## src/rtl/rate_spike_encoder.sv

```systemverilog
// Rate-coding spike encoder: one intensity sample becomes a WINDOW-cycle binary spike train.
// Define RATE_SPIKE_ENC_STOCHASTIC_EN for LFSR Bernoulli coding instead of the phase accumulator.
module rate_spike_encoder #(
    parameter int          DATA_W = 8,
    parameter int          WINDOW = 16,
    parameter logic [15:0] SEED   = 16'hACE1
) (
    input  logic                         clk,
    input  logic                         rst_n,
    input  logic                         in_valid,
    input  logic [DATA_W-1:0]            in_data,
    output logic                         in_ready,
    output logic                         spike_out,
    output logic                         busy,
    output logic                         window_done,
    output logic [$clog2(WINDOW+1)-1:0]  spike_count
);

    localparam int SC_W  = $clog2(WINDOW + 1);
    localparam int CNT_W = (WINDOW > 1) ? $clog2(WINDOW) : 1;
    localparam logic [CNT_W-1:0] CNT_LAST = CNT_W'(WINDOW - 1);

    localparam logic [0:0] ST_IDLE   = 1'b0;
    localparam logic [0:0] ST_ENCODE = 1'b1;

    logic [0:0]        state_reg;
    logic [CNT_W-1:0]  cnt_reg;
    logic [DATA_W-1:0] value_reg;
    logic              spike_reg;
    logic              done_reg;
    logic [SC_W-1:0]   count_reg;
    logic              step_spike;

`ifdef RATE_SPIKE_ENC_STOCHASTIC_EN
    // Galois form of x^16+x^14+x^13+x^11+1; a zero seed would lock the LFSR up.
    localparam logic [15:0] SEED_EFF = (SEED == 16'h0000) ? 16'hACE1 : SEED;
    localparam logic [15:0] LFSR_TAPS = 16'hB400;

    logic [15:0] lfsr_reg;
    logic [15:0] lfsr_next;

    always_comb begin
        lfsr_next  = {1'b0, lfsr_reg[15:1]} ^ (lfsr_reg[0] ? LFSR_TAPS : 16'h0000);
        step_spike = (lfsr_reg[DATA_W-1:0] < value_reg);
    end

    always_ff @(posedge clk or negedge rst_n) begin
        if (!rst_n) begin
            lfsr_reg <= SEED_EFF;
        end else if (state_reg == ST_ENCODE) begin
            lfsr_reg <= lfsr_next;
        end
    end
`else
    logic [DATA_W-1:0] acc_reg;
    logic [DATA_W:0]   sum_next;

    // The carry out of the phase accumulator is the spike.
    always_comb begin
        sum_next   = {1'b0, acc_reg} + {1'b0, value_reg};
        step_spike = sum_next[DATA_W];
    end

    always_ff @(posedge clk or negedge rst_n) begin
        if (!rst_n) begin
            acc_reg <= '0;
        end else if (state_reg == ST_IDLE) begin
            if (in_valid) begin
                acc_reg <= '0;
            end
        end else begin
            acc_reg <= sum_next[DATA_W-1:0];
        end
    end
`endif

    always_ff @(posedge clk or negedge rst_n) begin
        if (!rst_n) begin
            state_reg <= ST_IDLE;
            cnt_reg   <= '0;
            value_reg <= '0;
            spike_reg <= 1'b0;
            done_reg  <= 1'b0;
            count_reg <= '0;
        end else begin
            done_reg <= 1'b0;
            if (state_reg == ST_IDLE) begin
                spike_reg <= 1'b0;
                if (in_valid) begin
                    value_reg <= in_data;
                    cnt_reg   <= '0;
                    count_reg <= '0;
                    state_reg <= ST_ENCODE;
                end
            end else begin
                spike_reg <= step_spike;
                if (step_spike) begin
                    count_reg <= count_reg + SC_W'(1);
                end
                if (cnt_reg == CNT_LAST) begin
                    cnt_reg   <= '0;
                    state_reg <= ST_IDLE;
                    done_reg  <= 1'b1;
                end else begin
                    cnt_reg <= cnt_reg + CNT_W'(1);
                end
            end
        end
    end

    assign in_ready    = (state_reg == ST_IDLE);
    assign busy        = (state_reg == ST_ENCODE);
    assign spike_out   = spike_reg;
    assign window_done = done_reg;
    assign spike_count = count_reg;

endmodule

```

## config.mk

```make
export PLATFORM = sky130hd
export DESIGN_NAME = rate_spike_encoder
export DESIGN_NICKNAME = d
export VERILOG_FILES = /design/src/rtl/rate_spike_encoder.sv
export SDC_FILE = /design/constraint.sdc
export NUM_CORES = 1
export LEC_CHECK = 0
export CORE_MARGIN = 3
export CORE_UTILIZATION = 45
export CTS_CLUSTER_SIZE = 12
export DETAILED_ROUTE_END_ITERATION = 8
export MAX_ROUTING_LAYER = met4
export PLACE_DENSITY = 0.71
export SYNTH_ARGS = -nofsm -noshare
export SYNTH_HDL_FRONTEND = slang
export SYNTH_SLANG_ARGS = --single-unit
```

## constraint.sdc

```tcl
create_clock -name clk -period 2.4 [get_ports clk]
set_input_delay 0.36 -clock clk [delete_from_list [all_inputs] [get_ports clk]]
set_output_delay 0.36 -clock clk [all_outputs]
set_load 0.01 [all_outputs]
```

==> flow_summary.json <==
{
  "outcome": "finished clean",
  "finalMaxSlewViolations": 0,
  "gp_congestion": 0.8650,
  "clock_path_buffers": 2,
  "grt_overflow_total": 0,
  "drtIter0Drc": 57,
  "die_h_um": 63.16,
  "fill_cells": 278,
  "yosys_warnings": 0,
  "cap_violations": 0,
  "synth_area_sq_um": 1470,
  "die_area_sq_um": 3989,
  "route.detailed.drc": 0,
  "avgSynthCellArea_sq_um": 9.609,
  "setup_tns_ns": 0,
  "worstPathRequired_ns": 2.67,
  "crit_chain": "ha_1, fa_1, a21o_1, a2111oi_4, nor2_2, mux2_4, o211ai_2",
  "numCtsBuffers": 3,
  "grt_max_degree": 29,
  "num_io_pins": 20,
  "n_antenna_cell": 0,
  "drive_gt1_share_pct": 8.475,
  "clkSlewWorstSetupHoldPaths_ns": 0.15,
  "min_period_ns": 2.251,
  "chipWidth_um": 63.16,
  "max_stage_delay_ns": 0.43,
  "relSlewSlack_pct": 65.78,
  "tightest_slew_ns": 0.5133,
  "max_freq_mhz": 444.2,
  "slowest_stage": "fa_1",
  "clk_latency_ns": 0.33,
  "cts_root_buffer": "clkbuf_4",
  "rsz0062_at_grt": "false",
  "cts.hold.buffers_added": 0,
  "syn-instance-count": 153,
  "vdd_drop_max_uv": 706.5,
  "antenna_left": 0,
  "worst_ep_arrival_time_ns": 2.52,
  "hold_viol": 0,
  "yosysUniqueCellTypes": 31,
  "syn2layout_area_growth_pct": 20.68,
  "cp-end-kind": "flip-flop",
  "wire_per_inst_um": 13.68,
  "cp-start-kind": "flip-flop",
  "p_leak_nw": 0.8095,
  "placed_cells": 217,
  "initial_core_util_pct": 47.76,
  "viasPerCell": 5.240,
  "dp_hpwl_mm": 2.230,
  "finalNonFillerCells": 221,
  "ctsResizeCount": 0,
  "grt_pass1_wl_mm": 5.347,
  "period_share_pct": 93.79,
  "clock_skew_ns": 0.002986,
  "first_pass_iters": 4,
  "clock-sinks": 28,
  "num_vias": 1158,
  "powerDensity_nw_per_um2": 1472,
  "numPortBuffers": 19,
  "grt_antenna_before_repair": 0,
  "num_rows": 20,
  "setup_viol": 0,
  "core-area_sq_um": 3078,
  "grt_pass1_vias": 1194,
  "cts_tree": "built",
  "grt_use_total_pct": 17.40,
  "htree_levels": 1,
  "synth-seq-cells": 28,
  "cp_max_fo": 3,
  "crit_type": "reg2reg",
  "fin_nets": 200,
  "synth_nets": 175,
  "drt-total-wl_mm": 3.024,
  "synth-seq-area-share_pct": 47.66,
  "hp-class": "in2async",
  "postCtsSetupBuffers": 0
}
## kinds of logic (layout without fill, tap and decap cells)
family | after synthesis | in the layout | share of synthesized area, %
AOI/OAI and AO/OA | 37 | 37 | 17.28
xor gates and xnor gates | 7 | 7 | 4.170
adders and majority gates | 11 | 11 | 9.872
buffers and inverters | 8 | 32 | 2.042
DFF | 28 | 28 | 47.66
muxes | 1 | 1 | 1.021
and+or+nand+nor | 61 | 61 | 17.96
## placed cells by master (no fill, tap or decap), drive strengths merged, types with 3 or more instances in the layout
cell            n
nand2          44
dfrtp          28
clkdlybuf4s50  19
o21ai          15
ha             10
a21oi           7
nor2            6
nand3           5
xnor2           5
buf             5
inv             4
clkbuf          4
a21o            3
a22o            3
## worst max-delay path: cells and delay by family (launching register included)
kind,cells,cell delay (ns)
DFF,1,0.41
and+or+nand+nor,1,0.09
adders and majority gates,2,0.67
AOI/OAI and AO/OA,3,0.71
muxes,1,0.31
## area by class of cell
cell class / instances / area (sq um) / share of cell area, %
clock buffers: 4 / 36.28 / 2.045
well taps: 44 / 55.05 / 3.103
multi-input cells: 117 / 739.5 / 41.68
flip-flops and latches: 28 / 700.7 / 39.49
inverters: 4 / 15.01 / 0.8463
repair buffers: 24 / 227.7 / 12.83
## stage by stage
step	utilization, %	hold WS [ns]	setup WS [ns]	instance area (sq um)	power, mW
6_report	57.64	0.3795	0.1490	1774	2.611
5_1_grt	57.64	0.3914	0.08141	1774	2.861
4_1_cts	57.64	0.3874	0.1583	1774	2.623
3_5_place_dp	56.46	0.4727	0.1817	1738	2.385
3_3_place_gp	56.46	0.4651	0.2400	1738	2.301
2_1_floorplan	-	0.06441	0.2801	1470	1.991
## final timing paths
| check | startpoint | end | slack (ns) | cells after the start |
|---|---|---|---|---|
| worst min-delay path | rst_n | value_reg[6] | 0.38 | 2 |
| worst max-delay path | value_reg[0] | spike_count[2] | 0.15 | 7 |
| min in group clk | value_reg[6] | value_reg[6] | 0.50 | 2 |
| worst min register to register | value_reg[6] | value_reg[6] | 0.50 | 2 |
| max in group asynchronous | rst_n | spike_count[0] | 1.76 | 2 |
| worst max register to register | value_reg[0] | spike_count[2] | 0.15 | 7 |
## synth_stat cells
cell type,instances,area (sq um)
a22o_1,3,26.28
xor2_1,2,17.52
dfrtp_1,28,700.7
mux2_4,1,15.01
nand2_1,44,165.2
o22ai_1,1,6.260
clkbuf_1,4,15.01
fa_1,1,20.02
or4_1,1,7.510
nor2_1,5,18.77
o21ai_0,8,40.04
o211ai_2,1,12.51
or2_4,1,8.760
nand3b_1,1,7.510
a311oi_1,1,8.760
nand3_1,5,25.02
a21oi_1,7,35.03
o21bai_1,1,7.510
o21ai_1,7,35.03
nor2_2,1,6.260
a32o_1,1,10.01
a21o_1,3,22.52
inv_1,4,15.01
nor3_2,1,10.01
nand4_1,1,6.260
a211oi_1,2,15.01
and4_1,1,8.760
xnor2_1,5,43.79
ha_1,10,125.1
a2111oi_4,1,27.53
o211ai_1,1,7.510
## metal layers
metal / vias up / track usage (%) / share of wire (%) / wire length [um]
li1: 583 / - / - / -
met1: 540 / 20.94 / 45 / 1369
met2: 26 / 28.72 / 48 / 1461
met3: 9 / 2.852 / 3.9 / 119
met4: 0 / 7.713 / 2.4 / 74
met5: - / - / 0 / 0
## power breakdown
group | total [mW] | internal, mW | switching (mW)
combinational | 1.48 | 0.736 | 0.749
sequential | 0.892 | 0.700 | 0.192
clock | 0.234 | 0.0930 | 0.141
total | 2.61 | 1.53 | 1.08
No activity file was read; power rests on OpenSTA's default activity.
